File: src/rtl/fifo_param.sv
// rtl/fifo_param.sv - single-clock parameterised FIFO with registered or first-word-fall-through reads
module fifo_param #(
    parameter int DATA_W   = 8,
    parameter int DEPTH    = 8,
    parameter int AF_LEVEL = DEPTH - 1,
    parameter int AE_LEVEL = 1,
    parameter int FWFT     = 0
) (
    input  logic                     ck,
    input  logic                     rst,
    input  logic                     wr,
    input  logic [DATA_W-1:0]        datain,
    input  logic                     rd,
    output logic [DATA_W-1:0]        dataout,
    output logic                     full,
    output logic                     empty,
    output logic                     almost_full,
    output logic                     almost_empty,
    output logic [$clog2(DEPTH):0]   count,
    output logic                     overflow,
    output logic                     underflow,
    input  logic                     clr_err
);
    localparam int PW = $clog2(DEPTH);
    localparam int CW = PW + 1;
    localparam logic [CW-1:0] DEPTH_CNT = CW'(DEPTH);
    localparam logic [CW-1:0] AF_CNT    = CW'(AF_LEVEL);
    localparam logic [CW-1:0] AE_CNT    = CW'(AE_LEVEL);

    logic [DATA_W-1:0] mem_q [DEPTH];
    logic [PW-1:0]     wr_ptr_q, wr_ptr_d;
    logic [PW-1:0]     rd_ptr_q, rd_ptr_d;
    logic [CW-1:0]     count_q, count_d;
    logic              ovf_q, ovf_d;
    logic              unf_q, unf_d;
    logic              rd_acc, wr_acc;

    assign full         = (count_q == DEPTH_CNT);
    assign empty        = (count_q == '0);
    assign almost_full  = (count_q >= AF_CNT);
    assign almost_empty = (count_q <= AE_CNT);
    assign count        = count_q;
    assign overflow     = ovf_q;
    assign underflow    = unf_q;

    // A full FIFO still takes a write when a read frees the head slot in the same cycle.
    assign rd_acc = rd && !empty;
    assign wr_acc = wr && (!full || rd_acc);

    always_comb begin
        wr_ptr_d = wr_ptr_q;
        rd_ptr_d = rd_ptr_q;
        count_d  = count_q;
        if (wr_acc) wr_ptr_d = wr_ptr_q + PW'(1);
        if (rd_acc) rd_ptr_d = rd_ptr_q + PW'(1);
        if (wr_acc && !rd_acc)      count_d = count_q + CW'(1);
        else if (rd_acc && !wr_acc) count_d = count_q - CW'(1);
        ovf_d = ovf_q;
        unf_d = unf_q;
        if (clr_err) begin
            ovf_d = 1'b0;
            unf_d = 1'b0;
        end
        if (wr && !wr_acc) ovf_d = 1'b1;
        if (rd && empty)   unf_d = 1'b1;
    end

    always_ff @(posedge ck) begin
        if (rst) begin
            wr_ptr_q <= '0;
            rd_ptr_q <= '0;
            count_q  <= '0;
            ovf_q    <= 1'b0;
            unf_q    <= 1'b0;
            for (int i = 0; i < DEPTH; i++) mem_q[i] <= '0;
        end else begin
            wr_ptr_q <= wr_ptr_d;
            rd_ptr_q <= rd_ptr_d;
            count_q  <= count_d;
            ovf_q    <= ovf_d;
            unf_q    <= unf_d;
            if (wr_acc) mem_q[wr_ptr_q] <= datain;
        end
    end

    generate
        if (FWFT != 0) begin : g_fwft
            assign dataout = mem_q[rd_ptr_q];
        end else begin : g_reg
            logic [DATA_W-1:0] dout_q;
            always_ff @(posedge ck) begin
                if (rst)         dout_q <= '0;
                else if (rd_acc) dout_q <= mem_q[rd_ptr_q];
            end
            assign dataout = dout_q;
        end
    endgenerate
endmodule
File: config.mk
export PLATFORM = sky130hd
export DESIGN_NAME = fifo_param
export DESIGN_NICKNAME = d
export VERILOG_FILES = /design/src/rtl/fifo_param.sv
export SDC_FILE = /design/constraint.sdc
export NUM_CORES = 1
export LEC_CHECK = 0
export BUFFER_PORTS_ARGS = -buffer_cell sky130_fd_sc_hd__buf_2
export CELL_PAD_IN_SITES_DETAIL_PLACEMENT = 1
export CELL_PAD_IN_SITES_GLOBAL_PLACEMENT = 2
export CORE_UTILIZATION = 30
export DETAILED_ROUTE_END_ITERATION = 7
export PLACE_DENSITY_LB_ADDON = 0.1
export SYNTH_ARGS = -nofsm -noshare
export SYNTH_HDL_FRONTEND = slang
export SYNTH_SLANG_ARGS = --single-unit
File: constraint.sdc
create_clock -name ck -period 2.9 [get_ports ck]
set_input_delay 0.435 -clock ck [delete_from_list [all_inputs] [get_ports ck]]
set_output_delay 0.435 -clock ck [all_outputs]
set_load 0.005 [all_outputs]
# Yosys cells after proc, flatten, opt, wreduce, memory -nomap -nowiden

Memory sizes are Yosys's and may differ from the RTL's. A register that Yosys moved wholly into a read port is not among the register bits.
Index checks and enable logic that the tools add are counted.

Add/sub/neg operators: 4
Order comparisons: 2
Eq/ne operators: 1
Muxes and demuxes: 13
Reduce and logical (&&, ||, !) cells: 16

Operators with widths:

| kind                | count |
|---|---|
| $mux 1              | 9 |
| $mux 4              | 2 |
| $mux 8              | 1 |
| $reduce_or 8->1     | 1 |
| $add 3x1->3 const B | 2 |
| $logic_and 1x1->1   | 6 |
| $reduce_bool 2->1   | 3 |
| $add 4x1->4 const B | 1 |
| $eq 4x4->1 const B  | 1 |
| $ge 4x3->1 const B  | 1 |
| $le 4x1->1 const B  | 1 |
| $logic_not 1->1     | 4 |
| $logic_not 4->1     | 1 |
| $sub 4x1->4 const B | 1 |
| $mux 3              | 1 |
| $logic_or 1x1->1    | 1 |

Bits in registers: 12
RAM bits: 64
Bits of input ports: 13
Memories: 1

Memories:

| name  | depth | bits a word | read ports | clocked after Yosys merged registers in | write ports | RTL line | RTL |
|---|---|---|---|---|---|---|---|
| mem_q | 8     | 8           | 1          | 1                                       | 8           | 30       | `logic [DATA_W-1:0] mem_q [DEPTH];` |

# Depth between registers and ports, before layout

Depth after elaboration: 10
Gate-level depth with buffers: 10
Gate-level depth less buffers: 10

# Least setup slack after synthesis

OpenSTA, ideal clock, no wires.

Path type: register -> register
Start point: register count_q[0], in the netlist count[0]
End point: register count_q[3], in the netlist count[3]
Arrival time: 2.092 ns
Path slack: 0.681 ns
Stages on the path, launching flop included: 10
Clock period less this slack: 2.219 ns
Cells stage by stage: dfxtp_1 -> inv_1 -> ha_1 -> or3b_4 -> nand2_2 -> ha_1 -> or4_1 -> a21oi_1 -> xnor2_1 -> nor2_1

Cells in the longest elaborated chain, start to end: 8
Elaborated cells on any way between the ends: 16
Those cells by class: add/sub (2); eq/ne (1); mux (2); reduce/logical (11)

RTL lines:

| element                                                             | RTL line | RTL |
|---|---|---|
| start: declaration                                                  | 33       | `logic [CW-1:0] count_q, count_d;` |
| start signal: assignment                                            | 79       | `count_q <= count_d;` |
| parallel branches: the longest is 8 deep, another holds $sub 4x1->4 | -        |  |

Several ways; the timed one is not identified. The select of a mux whose other input is x is not followed.
A chain may end at the register's enable or synchronous reset.

# Worst setup path after layout

Same ends and word-level chain as after synthesis.

==> impl_metrics.tcl <==
set metrics [dict create \
    post_layout_nets 358 \
    synth_top_family_by_area "simple AND/OR/NAND/NOR gates" \
    die_height_um 117 \
    num_io_pins 31 \
    clock_tree.buffer_depth 2 \
    relSlewSlack 0.447 \
    groute.usage.overall 0.157 \
    critical_path.endpoint_type "flop" \
    pin_count_of_the_biggest_net_entering_global_routing 33 \
    report.final.slew_viol_count 0 \
    critical_path_peak_fanout 7 \
    crit_path_top_delay_cell "sky130_fd_sc_hd__dfxtp_1" \
    synth-adder-area-share 0.0223 \
    firstDrtPassIters 4 \
    layout_worst_path_cycle_share 0.830 \
    detail-route-antenna-nets 0 \
    worstSetupPathType "flop to flop" \
    synthesis.area_um2 3940 \
    synth_seq_area_share 0.590 \
    routed_wl_um 9410 \
    worstSkewPairLatency_ns 0.34 \
    clock_tree.root_cell "sky130_fd_sc_hd__clkbuf_16" \
    average_detailed_routed_wire_length_per_instance_um 18.3 \
    vias_in_the_first_global_route 2665 \
    grt_pass1_wl_um 15100 \
    post_synth_mux_area_share 0.0839 \
    post_synth.cell_area_avg_um2 13.1 \
    cell_chain_critical_path "inv_1 -> ha_1 -> or3b_4 -> nand2_2 -> ha_1 -> or4_1 -> a21oi_1 -> xnor2_1 -> nor2_1" \
    ys.warnings.count 0 \
    yosysTopAreaCell "sky130_fd_sc_hd__edfxtp_1" \
    crit-reg2reg-capture "count[3]" \
    clk_pin_slew_worst_paths_ns 0.06 \
    setup.reg_to_reg.worst_slack_ns 0.49 \
    worst_path_dominant_cell_family "simple AND/OR/NAND/NOR gates" \
    floorplan.die.width_um 117 \
    vdd.ir_drop.worst_v 0.000327 \
    mappedNetlistNets 320 \
    synth_simple_gate_area_frac 0.195 \
    r2r.worst_path.cells 9 \
    leakagePower_uw 0.00172 \
    synth.cells.most_frequent "64 x sky130_fd_sc_hd__edfxtp_1, 63 x sky130_fd_sc_hd__and2_1, 33 x sky130_fd_sc_hd__mux2i_1, 20 x sky130_fd_sc_hd__dfxtp_1, 16 x sky130_fd_sc_hd__a22oi_1" \
    clock-sinks 84 \
    port_buffers 30 \
    finalPower_uw 3610 \
    synth-seq-cells 84 \
    holdCritStartpoint "clr_err" \
    run_status "finished, final reports clean" \
    dp.final_hpwl_um 6600 \
    drt_drc_violations_left 0 \
    yosys.area_share.xor_xnor 0.0134 \
    synth_largest_type_area_fraction 0.488 \
    startpoint_type "flop" \
    finalHoldViolations 0 \
    timing.critical_path.buf_inv 1 \
    worst_slew_pin_slew_ns 0.828 \
    leading_cell_type_by_number_of_instances_after_synthesis "sky130_fd_sc_hd__edfxtp_1" \
    placementRows 41 \
    setup_viol 0 \
    drv_cap 0 \
    drt_initial_violations 93 \
    timing.final.crit_period_ns 2.41 \
    number_of_antenna_violations_at_the_first_check_in_global_routing 0 \
    ys_async_sr_fraction 0 \
    worst_r2r_src "count[0]" \
    clock_tree_from_tritoncts "built" \
    synthesized_area_fraction_occupied_by_ao_oa_aoi_and_oai_cells 0.0782 \
    holdPathStages 3 \
    remaining_global_route_overflow 0 \
    critical_path_cell_count 9 \
    initial_core_util 0.309 \
    synth_flop_cell "sky130_fd_sc_hd__edfxtp_1" \
    cts_post_setup_buffers_inserted 0 \
    design.core.area_um2 12700 \
    ant_diodes 0 \
    crit_path_max_incr_delay_ns 0.44 \
    vias_per_cell 4.67 \
    tritoncts.num_buffers 9 \
    rsz_0062_raised_after_global_routing "no" \
    worst_min_path_class "primary input to flop" \
    post_synth_main_area_contributors "sky130_fd_sc_hd__edfxtp_1 49%, sky130_fd_sc_hd__dfxtp_1 10%, sky130_fd_sc_hd__and2_1 10%, sky130_fd_sc_hd__mux2i_1 8.4%, sky130_fd_sc_hd__a22oi_1 3.1%" \
    cts_hold_buf 0 \
    syn2layout_area_growth_pct 16.4 \
    netlist_instances 300 \
    powerDensity_nw_per_um2 787 \
    final_layout_size_suffix_gt1_frac 0.195 \
    synth_cell_types 41 \
    gp_routability_congestion 0.670 \
    synth-edff-count 64 \
    min_delay_worst_endpoint "overflow" \
    cts.htree.levels 3 \
    num_vias 2404 \
    post_cts_resized 0 \
    worst-endpoint-arrival_ns 2.62 \
    floorplan.die_area_um2 13600 \
    max_freq_ghz 0.415 \
    crit_path_frequent_cell "sky130_fd_sc_hd__ha_1" \
    totalNegativeSetupSlack_ns 0 \
    timing.critical_path.required_ns 3.11 \
    fin_skew_ns 0.00683 \
]
-- cells in the final DEF, fill, tap and decap left out, types with 7 or more instances in the layout --
cell / Yosys / routed
sky130_fd_sc_hd__a21oi_1: 8 / 8
sky130_fd_sc_hd__a22oi_1: 16 / 16
sky130_fd_sc_hd__a32o_1: 8 / 8
sky130_fd_sc_hd__and2_1: 63 / 63
sky130_fd_sc_hd__buf_2: 2 / 30
sky130_fd_sc_hd__buf_4: 2 / 7
sky130_fd_sc_hd__clkbuf_16: 0 / 10
sky130_fd_sc_hd__dfxtp_1: 20 / 19
sky130_fd_sc_hd__edfxtp_1: 64 / 64
sky130_fd_sc_hd__ha_1: 7 / 7
sky130_fd_sc_hd__mux2i_1: 33 / 33
sky130_fd_sc_hd__nor2_1: 13 / 13
-- worst min-delay path, cell delays in order --
cell                       delay [ns]
sky130_fd_sc_hd__buf_2           0.08
sky130_fd_sc_hd__nand2b_1        0.09
sky130_fd_sc_hd__a21oi_1         0.05
-- how the worst max path moves through the flow --
stage / from / end / slack (ns)
global route: count[0] / count[3] / 0.35
finish: count[0] / count[3] / 0.49
CTS: count[0] / count[3] / 0.49
detailed placement: rd / count[3] / 0.51
global placement: rd / count[3] / 0.54
floorplan: count[0] / count[3] / 0.68
-- power breakdown --
part	switching (µW)	internal, µW
combinational	556	440
clock	444	630
sequential	107	1430
-- kinds of logic after synthesis --
family / Yosys count
AO/OA/AOI/OAI: 40
XOR/XNOR: 6
adder cells (fa/ha/maj): 7
buffers and inverters: 15
flip-flops: 84
multiplexers: 33
AND/OR/NAND/NOR: 115
-- per-layer routing --
metal / GRT usage / vias up / wire length (µm)
li1: - / 1172 / -
met1: 0.183 / 1184 / 4090
met2: 0.283 / 36 / 4810
met3: 0.0254 / 12 / 260
met4: 0.0743 / 0 / 242
met5: 0 / - / 0
-- registers in the layout, indices dropped and copies added (netlist names) --
register / flops
wr_ptr_q: 3
overflow: 1
mem_q: 64
underflow: 1
dataout: 8
count: 4
rd_ptr_q: 3
-- area by class of cell --
cell class	count	area, µm²
inverter	5	18.8
tap	172	215
timing repair buffer	37	203
fill	1416	8140
sequential	84	2320
clock inverter	2	8.76
clock buffer	14	265
multi-input combinational	201	1550
-- metrics by stage --
stage	instances	hold WS (ns)	worst slack [ns]	instance area (µm²)	utilization
floorplan	300	0.461	0.681	3940	-
global placement	499	0.450	0.538	4310	0.339
detailed placement	499	0.452	0.512	4310	0.339
CTS	515	0.370	0.489	4580	0.360
global route	515	0.387	0.349	4580	0.360
finish	515	0.378	0.492	4580	0.360
Note: power is estimated with default switching activity, not from simulation.
